==> src/rtl/fc_layer_sequencer.sv <==
// rtl/fc_layer_sequencer.sv - frame buffer and burst sequencer in front of one fully-connected layer
// Optional WAIT timeout enabled by defining FC_SEQ_TIMEOUT_EN.
module fc_layer_sequencer #(
  parameter int DIM_INPUT   = 96,
  parameter int DIM_OUTPUT  = 8,
  parameter int INPUT_W     = 16,
  parameter int OUTPUT_W    = 8,
  parameter int TIMEOUT_CYC = 1024
) (
  input  logic                           clk,
  input  logic                           rst,
  input  logic [INPUT_W-1:0]             s_dat,
  input  logic                           s_valid,
  output logic                           s_ready,
  output logic [INPUT_W-1:0]             fc_in_dat,
  output logic                           fc_in_valid,
  input  logic [DIM_OUTPUT*OUTPUT_W-1:0] fc_out_dat,
  input  logic                           fc_out_valid,
  output logic [DIM_OUTPUT*OUTPUT_W-1:0] m_dat,
  output logic                           m_valid,
  input  logic                           m_ready,
  output logic                           busy,
  output logic [15:0]                    frame_cnt,
  output logic                           err_timeout
);

  localparam int CNT_W = $clog2(DIM_INPUT + 1);
  localparam logic [CNT_W-1:0] LAST_IDX = CNT_W'(DIM_INPUT - 1);
  localparam logic [CNT_W-1:0] FEED_END = CNT_W'(DIM_INPUT);

  typedef enum logic [1:0] {S_LOAD, S_FEED, S_WAIT, S_HOLD} state_t;

  state_t             r_state;
  logic [CNT_W-1:0]   r_wr_cnt;
  logic [CNT_W-1:0]   r_rd_cnt;
  logic [INPUT_W-1:0] r_buf [DIM_INPUT];
  logic               w_accept;
  logic               w_expire;

  if (DIM_INPUT < 2 || TIMEOUT_CYC < 1) begin : g_param_check
    $error("fc_layer_sequencer: DIM_INPUT must be >= 2 and TIMEOUT_CYC >= 1");
  end

  // s_ready is only ever high in LOAD, so it alone qualifies the accept.
  assign w_accept = s_valid && s_ready;

  // Frame buffer carries no reset; stale contents are always overwritten before replay.
  always_ff @(posedge clk) begin
    if (w_accept) r_buf[r_wr_cnt] <= s_dat;
  end

`ifdef FC_SEQ_TIMEOUT_EN
  localparam int WAIT_W = $clog2(TIMEOUT_CYC + 1);
  localparam logic [WAIT_W-1:0] WAIT_LIM = WAIT_W'(TIMEOUT_CYC - 1);
  logic [WAIT_W-1:0] r_wait_cnt;

  assign w_expire = (r_state == S_WAIT) && (r_wait_cnt == WAIT_LIM);

  always_ff @(posedge clk or posedge rst) begin
    if (rst) begin
      r_wait_cnt  <= '0;
      err_timeout <= 1'b0;
    end else begin
      r_wait_cnt <= (r_state == S_WAIT) ? r_wait_cnt + 1'b1 : '0;
      if (w_expire && !fc_out_valid) err_timeout <= 1'b1;
    end
  end
`else
  assign w_expire    = 1'b0;
  assign err_timeout = 1'b0;
`endif

  always_ff @(posedge clk or posedge rst) begin
    if (rst) begin
      r_state     <= S_LOAD;
      r_wr_cnt    <= '0;
      r_rd_cnt    <= '0;
      s_ready     <= 1'b1;
      fc_in_dat   <= '0;
      fc_in_valid <= 1'b0;
      m_dat       <= '0;
      m_valid     <= 1'b0;
      busy        <= 1'b0;
      frame_cnt   <= '0;
    end else begin
      case (r_state)
        S_LOAD: begin
          if (w_accept) begin
            if (r_wr_cnt == LAST_IDX) begin
              r_wr_cnt <= '0;
              s_ready  <= 1'b0;
              busy     <= 1'b1;
              r_state  <= S_FEED;
            end else begin
              r_wr_cnt <= r_wr_cnt + 1'b1;
            end
          end
        end
        // One extra FEED cycle drops fc_in_valid after the final sample.
        S_FEED: begin
          if (r_rd_cnt != FEED_END) begin
            fc_in_valid <= 1'b1;
            fc_in_dat   <= r_buf[r_rd_cnt];
            r_rd_cnt    <= r_rd_cnt + 1'b1;
          end else begin
            fc_in_valid <= 1'b0;
            r_rd_cnt    <= '0;
            r_state     <= S_WAIT;
          end
        end
        S_WAIT: begin
          if (fc_out_valid) begin
            m_dat   <= fc_out_dat;
            m_valid <= 1'b1;
            r_state <= S_HOLD;
          end else if (w_expire) begin
            m_dat   <= '0;
            m_valid <= 1'b1;
            r_state <= S_HOLD;
          end
        end
        S_HOLD: begin
          if (m_ready) begin
            m_valid   <= 1'b0;
            frame_cnt <= frame_cnt + 1'b1;
            s_ready   <= 1'b1;
            busy      <= 1'b0;
            r_state   <= S_LOAD;
          end
        end
        default: r_state <= S_LOAD;
      endcase
    end
  end

endmodule

==> config.mk <==
export PLATFORM = sky130hd
export DESIGN_NAME = fc_layer_sequencer
export DESIGN_NICKNAME = d
export VERILOG_FILES = /design/src/rtl/fc_layer_sequencer.sv
export SDC_FILE = /design/constraint.sdc
export NUM_CORES = 2
export LEC_CHECK = 0
export ABC_AREA = 1
export BUFFER_PORTS_ARGS = -buffer_cell sky130_fd_sc_hd__buf_4
export CORE_ASPECT_RATIO = 1.25
export CORE_MARGIN = 8
export CORE_UTILIZATION = 55
export CTS_CLUSTER_DIAMETER = 80
export DETAILED_ROUTE_END_ITERATION = 16
export HOLD_SLACK_MARGIN = 0.02
export PLACE_DENSITY = 0.79
export REMOVE_ABC_BUFFERS = 1
export SETUP_SLACK_MARGIN = 0.1
export SLEW_MARGIN = 25
export SYNTH_ARGS = -nofsm -noshare
export SYNTH_HDL_FRONTEND = slang
export SYNTH_SLANG_ARGS = --single-unit
==> constraint.sdc <==
create_clock -name clk -period 3.7 [get_ports clk]
set_clock_uncertainty 0.05 [all_clocks]
set_input_delay 0.925 -clock clk [delete_from_list [all_inputs] [get_ports clk]]
set_output_delay 0.925 -clock clk [all_outputs]
set_load 0.01 [all_outputs]
Word level (Yosys, flattened, before mapping) --
Memory sizes are Yosys's and may differ from the RTL's. A register that Yosys moved wholly into a read port is not among the register bits. Index checks and enable logic that the tools add are counted.
Storage, ports and cells: register bits after elaboration 100, latch bits 0, bits in writable memories 1536, bits in read-only memories 0, output and inout port bits 101, word-level logic and storage cells 55, memories kept 1
Cells by class: add/sub/neg operators 3, $mul 0, div/mod/pow operators 0, magnitude comparators 0, eq/ne operators 10, shift operators 0, multiplexer cells 21, bitwise logic cells 0, reductions and logical operators 11
Memories:
- r_buf | depth 96, bits a word 16, read ports 1, clocked after memory_dff 1, wr ports 1, line 36 | logic [INPUT_W-1:0] r_buf [DIM_INPUT];
Operators by type and width (number):
- adder 16 x 1 -> 16 bit (second input constant) | 1
- adder 7 x 1 -> 7 bit (second input constant) | 2
- 2-to-1 mux 7 bit | 2
- 2-to-1 mux 1 bit | 10
- 2-to-1 mux 2 bit | 5
- != test 2 bit (second input constant) | 5
- one-hot mux 2 bit (4 select lines) | 1
- AND reduction 2 bit | 4
- equality test 7 bit (second input constant) | 1
- != test 7 bit (second input constant) | 1
- one-hot mux 1 bit (2 select lines) | 3
- AND reduction 5 bit | 1
- equality test 2 bit (second input constant) | 2
- AND reduction 4 bit | 1
- nonzero test 2 bit | 2
- AND reduction 3 bit | 1
- equality test 2 x 1 -> 1 bit (second input constant) | 1
- zero test 2 bit | 1
- logical AND 1 bit | 1

Depth between registers and ports, before layout --
depth in word-level cells 4, depth in mapped cells 19

Worst setup path before layout --
Ideal clock, no wire load.
path kind input -> register, start input port s_valid, end memory r_buf[43][0] (enable), library setup time 0.388 ns, data arrival time 2.103 ns, slack 1.159 ns, stages 4, buffers on the path 0, cells stage by stage nand2_1 > inv_2 > nand3_1 > nor2_1
On the way: longest elaborated chain between the ends 3
Ends and longest elaborated chain:
- start, declared | line 13 | input logic s_valid,
- logical AND 1 bit | line 45 | assign w_accept = s_valid && s_ready;
- 2-to-1 mux 1 bit | line 49 | if (w_accept) r_buf[r_wr_cnt] <= s_dat;
- 2-to-1 mux 1 bit (not written as such) | line 49
- end, declared | line 36
Every way passes these cells.

Worst setup path in the final report --
start register r_rd_cnt[0], end register fc_in_dat[15], read port of r_buf
On the way: longest elaborated chain between the ends 2
Ends and longest elaborated chain:
- start, declared | line 35 | logic [CNT_W-1:0] r_rd_cnt;
- start signal, assigned | line 104 | r_rd_cnt <= r_rd_cnt + 1'b1;
- != test 7 bit | line 101 | if (r_rd_cnt != FEED_END) begin
- AND reduction 2 bit (no source line)
- end, declared | line 15 | output logic [INPUT_W-1:0] fc_in_dat,
Several ways; a longest one is shown, not always the timed one. A chain may end at the register's enable or synchronous reset.

==> summary.log <==
INFO  status         outcome=complete, no violations
INFO  route          postRouteWirelength=184000µm
INFO  pwr            power-per-cell-area=735mW/mm²
INFO  clocking       clk_pin_slew=0.06ns
INFO  setup_path     worst_setup_path_start_kind=flop
INFO  min_path       hold_path.class=input pin to asynchronous set/reset pin
INFO  clocking       tritoncts_sinks=1652
INFO  setup_path     cp_data_arrival_time=3.86ns
INFO  clocking       cts.hold.buffers_added=0
INFO  floorplanning  die_w=330µm
INFO  finish         layout_common_cells=sky130_fd_sc_hd__edfxtp_1, sky130_fd_sc_hd__nand2_1, sky130_fd_sc_hd__nor2_1
INFO  setup_path     cp_cell_sequence=inv_8 > buf_12 > nor2_1 > o211ai_1 > nand3_1 > nand2_1 > nand3_1 > nand2_1 > nand2_1 > a21oi_1
INFO  floorplanning  die_area=0.135mm²
INFO  setup_path     worst_path_most_repeated_cell=sky130_fd_sc_hd__nand2_1
INFO  timing         hold_viol=0
INFO  logic_synthesis synth-async-reset-ratio=0.0702
INFO  logic_synthesis synth_enable_flop_cells=1536
INFO  finish         final_cell_area=0.0761mm²
INFO  clocking       ctsLongestPathBuffers=3
INFO  setup_path     r2r_setup_slack=0.50ns
INFO  floorplanning  starting_density_of_the_core=0.552
INFO  timing         grt_setup_unrepaired=no
INFO  timing         report.final.setup_viol=0
INFO  placed_design  placed_standard_cell_area=0.0712mm²
INFO  setup_path     critical_path_class=flop to flop
INFO  clocking       htreeDepth=4
INFO  setup_path     critical-path-max-stage-delay=0.58ns
INFO  placed_design  finalWeightedCongestion=0.938
INFO  timing         min_period_over_period=0.864
INFO  logic_synthesis synth.yosys.warnings=0
INFO  timing         max_freq=313MHz
INFO  logic_synthesis synth.top_cell.area_share=0.681
INFO  timing         setup_ws=0.503ns
INFO  pwr            static-leakage-power=28.0nW
INFO  grt            grt_antenna_before_repair=1
INFO  clocking       tritoncts=built
INFO  clocking       worst_skew_pair.late_latency=0.79ns
INFO  floorplanning  floorplan.io_pins=186
INFO  finish         final_layout_size_suffix_gt1_frac=0.111
INFO  finish         mostFrequentLayoutCell=sky130_fd_sc_hd__edfxtp_1
INFO  route          vias=45800
INFO  floorplanning  row_count=144
INFO  grt            grt_pass1_vias=44300
INFO  timing         tightestPinTransition=1.36ns
INFO  logic_synthesis cell_type_with_the_highest_aggregate_area_in_the_netlist=sky130_fd_sc_hd__edfxtp_1
INFO  grt            track_usage=0.266
INFO  placed_design  place.port_buffers=184
INFO  setup_path     end_kind=flop
INFO  timing         finalSetupTns=0ns
INFO  setup_path     timing.critical_path.slowest_stage_cell=sky130_fd_sc_hd__dfrtp_4
INFO  route          drc=0
INFO  logic_synthesis ys_ff_latch=1652
INFO  clocking       cts-root-buf=sky130_fd_sc_hd__clkbuf_16
INFO  grt            grt_start_max_net_pins=222
INFO  route          vias_per_cell=5.89
INFO  route          routedWlPerCell=23.6µm
INFO  finish         area_growth_syn_to_layout=12.3%
INFO  setup_path     cp_max_fo=114
INFO  logic_synthesis commonest_register_cell_after_synthesis=sky130_fd_sc_hd__edfxtp_1
INFO  timing         drv_slew=0
INFO  grt            grt_first_pass_wirelength=271000µm
INFO  finish         post_layout_nonfiller_instances=7787
INFO  setup_path     cp.required=4.37ns
INFO  placed_design  dp_cells=7504
INFO  logic_synthesis postSynthCellCount=5859
INFO  placed_design  post-dp-hpwl=106000µm
INFO  floorplanning  core_area=0.123mm²
INFO  grt            overflow=0
INFO  clocking       cts_buf_count=156
INFO  finish         final_net_count=6150
INFO  route          drt_iter0_markers=6301
INFO  finish         fillerInstances=8929
INFO  clocking       post-cts-setup-buffer-count=0
INFO  logic_synthesis synthesis.area_per_instance=11.6µm²
INFO  floorplanning  floorplan.die.height=408µm
INFO  route          ant_nets=0
INFO  clocking       post_cts_repair_resize_count=0
INFO  placed_design  pre_cts_ws=0.681ns
INFO  route          detail_route.first_pass.iterations=6
INFO  logic_synthesis number_of_distinct_library_cell_variants_in_the_gate_level_netlist_after_synthesis=36
INFO  pwr            ir_worst_vdd=713µV
INFO  logic_synthesis synth_sequential_area_ratio=0.724
INFO  timing         timing.slew.headroom=0.0937
INFO  logic_synthesis netlist_top_cells_area=sky130_fd_sc_hd__edfxtp_1, sky130_fd_sc_hd__nand2_1, sky130_fd_sc_hd__nor2_1, sky130_fd_sc_hd__dfrtp_1, sky130_fd_sc_hd__o21ai_0
INFO  logic_synthesis post_synth_instance_area=0.0677mm²
INFO  timing         timing.final.crit_period=3.20ns
INFO  job            cap_viol_max_count=0
[through the flow]
step | util | power, W | hold WS [ns]
detailed placement | 0.580 | 0.0403 | 0.435
finish | 0.620 | 0.0559 | 0.232
floorplan | - | 0.0296 | 0.451
CTS | 0.620 | 0.0557 | 0.222
global route | 0.620 | 0.0581 | 0.283
global placement | 0.580 | 0.0398 | 0.438
[sequential cells by signal (all words and copies together) (netlist names), 2 cells and up]
name,count
frame_cnt,16
r_buf,1536
r_state,2
fc_in_dat,16
m_dat,64
r_rd_cnt,7
r_wr_cnt,7
[metal layers]
metal,global-route usage,part of all wire
met4,0.179,0.077
met3,0.0509,0.11
met2,0.429,0.47
met1,0.326,0.35
met5,0,0.000065
[layout make-up]
| cell class | count | area (µm²) | share of cell area |
|---|---|---|---|
| clock inverters | 83 | 771 | 0.0101 |
| diodes | 1 | 2.50 | 0.0000329 |
| clock buffers | 199 | 4120 | 0.0541 |
| inverters | 220 | 845 | 0.0111 |
| well taps | 1606 | 2010 | 0.0264 |
| repair buffers | 372 | 3190 | 0.0419 |
| multi-input cells | 3654 | 16100 | 0.211 |
| flip-flops and latches | 1652 | 49000 | 0.645 |
[critical path, delay by kind of cell, from the launching register on]
kind	cells	cell delay (ns)
buffers and inverters	2	0.94
DFF	1	0.58
and+or+nand+nor	6	0.70
AOI/OAI and AO/OA	2	0.62
[report_power, final]
group	leakage [nW]	switching (W)	internal (W)	total [W]
combinational	10.5	0.0132	0.00552	0.0187
clock	2.38	0.00687	0.00861	0.0155
sequential	15.2	0.000634	0.0211	0.0217
[cells by family (layout without fill, tap and decap cells)]
family          after synthesis  after routing  share of synthesized area
buf+inv                     553            874                     0.0387
compound gates              804            804                     0.0638
fa+ha+maj                     9              9                    0.00166
mux                          65             65                     0.0108
xor+xnor                     15             15                    0.00194
other cells                   1              2                  0.0000554
simple gates               2760           2760                      0.159
flops                      1652           1652                      0.724
[path summary, 6_finish.rpt]
kind	startpoint	endpoint	cells past startpoint
min in group clk	fc_out_dat[39]	m_dat[39]	2
min reg2reg	frame_cnt[15]	frame_cnt[15]	1
max in group asynchronous	rst	m_dat[8]	3
max	r_rd_cnt[0]	fc_in_dat[15]	10
max reg2reg	r_rd_cnt[0]	fc_in_dat[15]	10
min	rst	m_dat[42]	2
[cells in the mapped netlist, types with 2 or more instances]
cell                       count
sky130_fd_sc_hd__a21oi_2       5
sky130_fd_sc_hd__nor2_1     1158
sky130_fd_sc_hd__nor3_1       10
sky130_fd_sc_hd__a21oi_1      97
sky130_fd_sc_hd__ha_1          9
sky130_fd_sc_hd__inv_1       203
sky130_fd_sc_hd__buf_6        31
sky130_fd_sc_hd__inv_2        14
sky130_fd_sc_hd__buf_4        41
sky130_fd_sc_hd__buf_1        54
sky130_fd_sc_hd__o21ai_1      90
sky130_fd_sc_hd__o211ai_1    107
sky130_fd_sc_hd__nor3_2        2
sky130_fd_sc_hd__nand2_1    1295
sky130_fd_sc_hd__buf_12        2
sky130_fd_sc_hd__buf_8         2
sky130_fd_sc_hd__xor2_1       12
sky130_fd_sc_hd__nand3_1     287
sky130_fd_sc_hd__nor4_1        3
sky130_fd_sc_hd__buf_2        82
sky130_fd_sc_hd__nor2_2        2
sky130_fd_sc_hd__xnor2_1       3
sky130_fd_sc_hd__dfrtp_1     115
sky130_fd_sc_hd__clkinv_1      3
sky130_fd_sc_hd__edfxtp_1   1536
sky130_fd_sc_hd__o21ai_0     498
sky130_fd_sc_hd__o22ai_1       5
sky130_fd_sc_hd__clkbuf_1    121
sky130_fd_sc_hd__mux2_2       65
(Power assumes the default switching activity.)
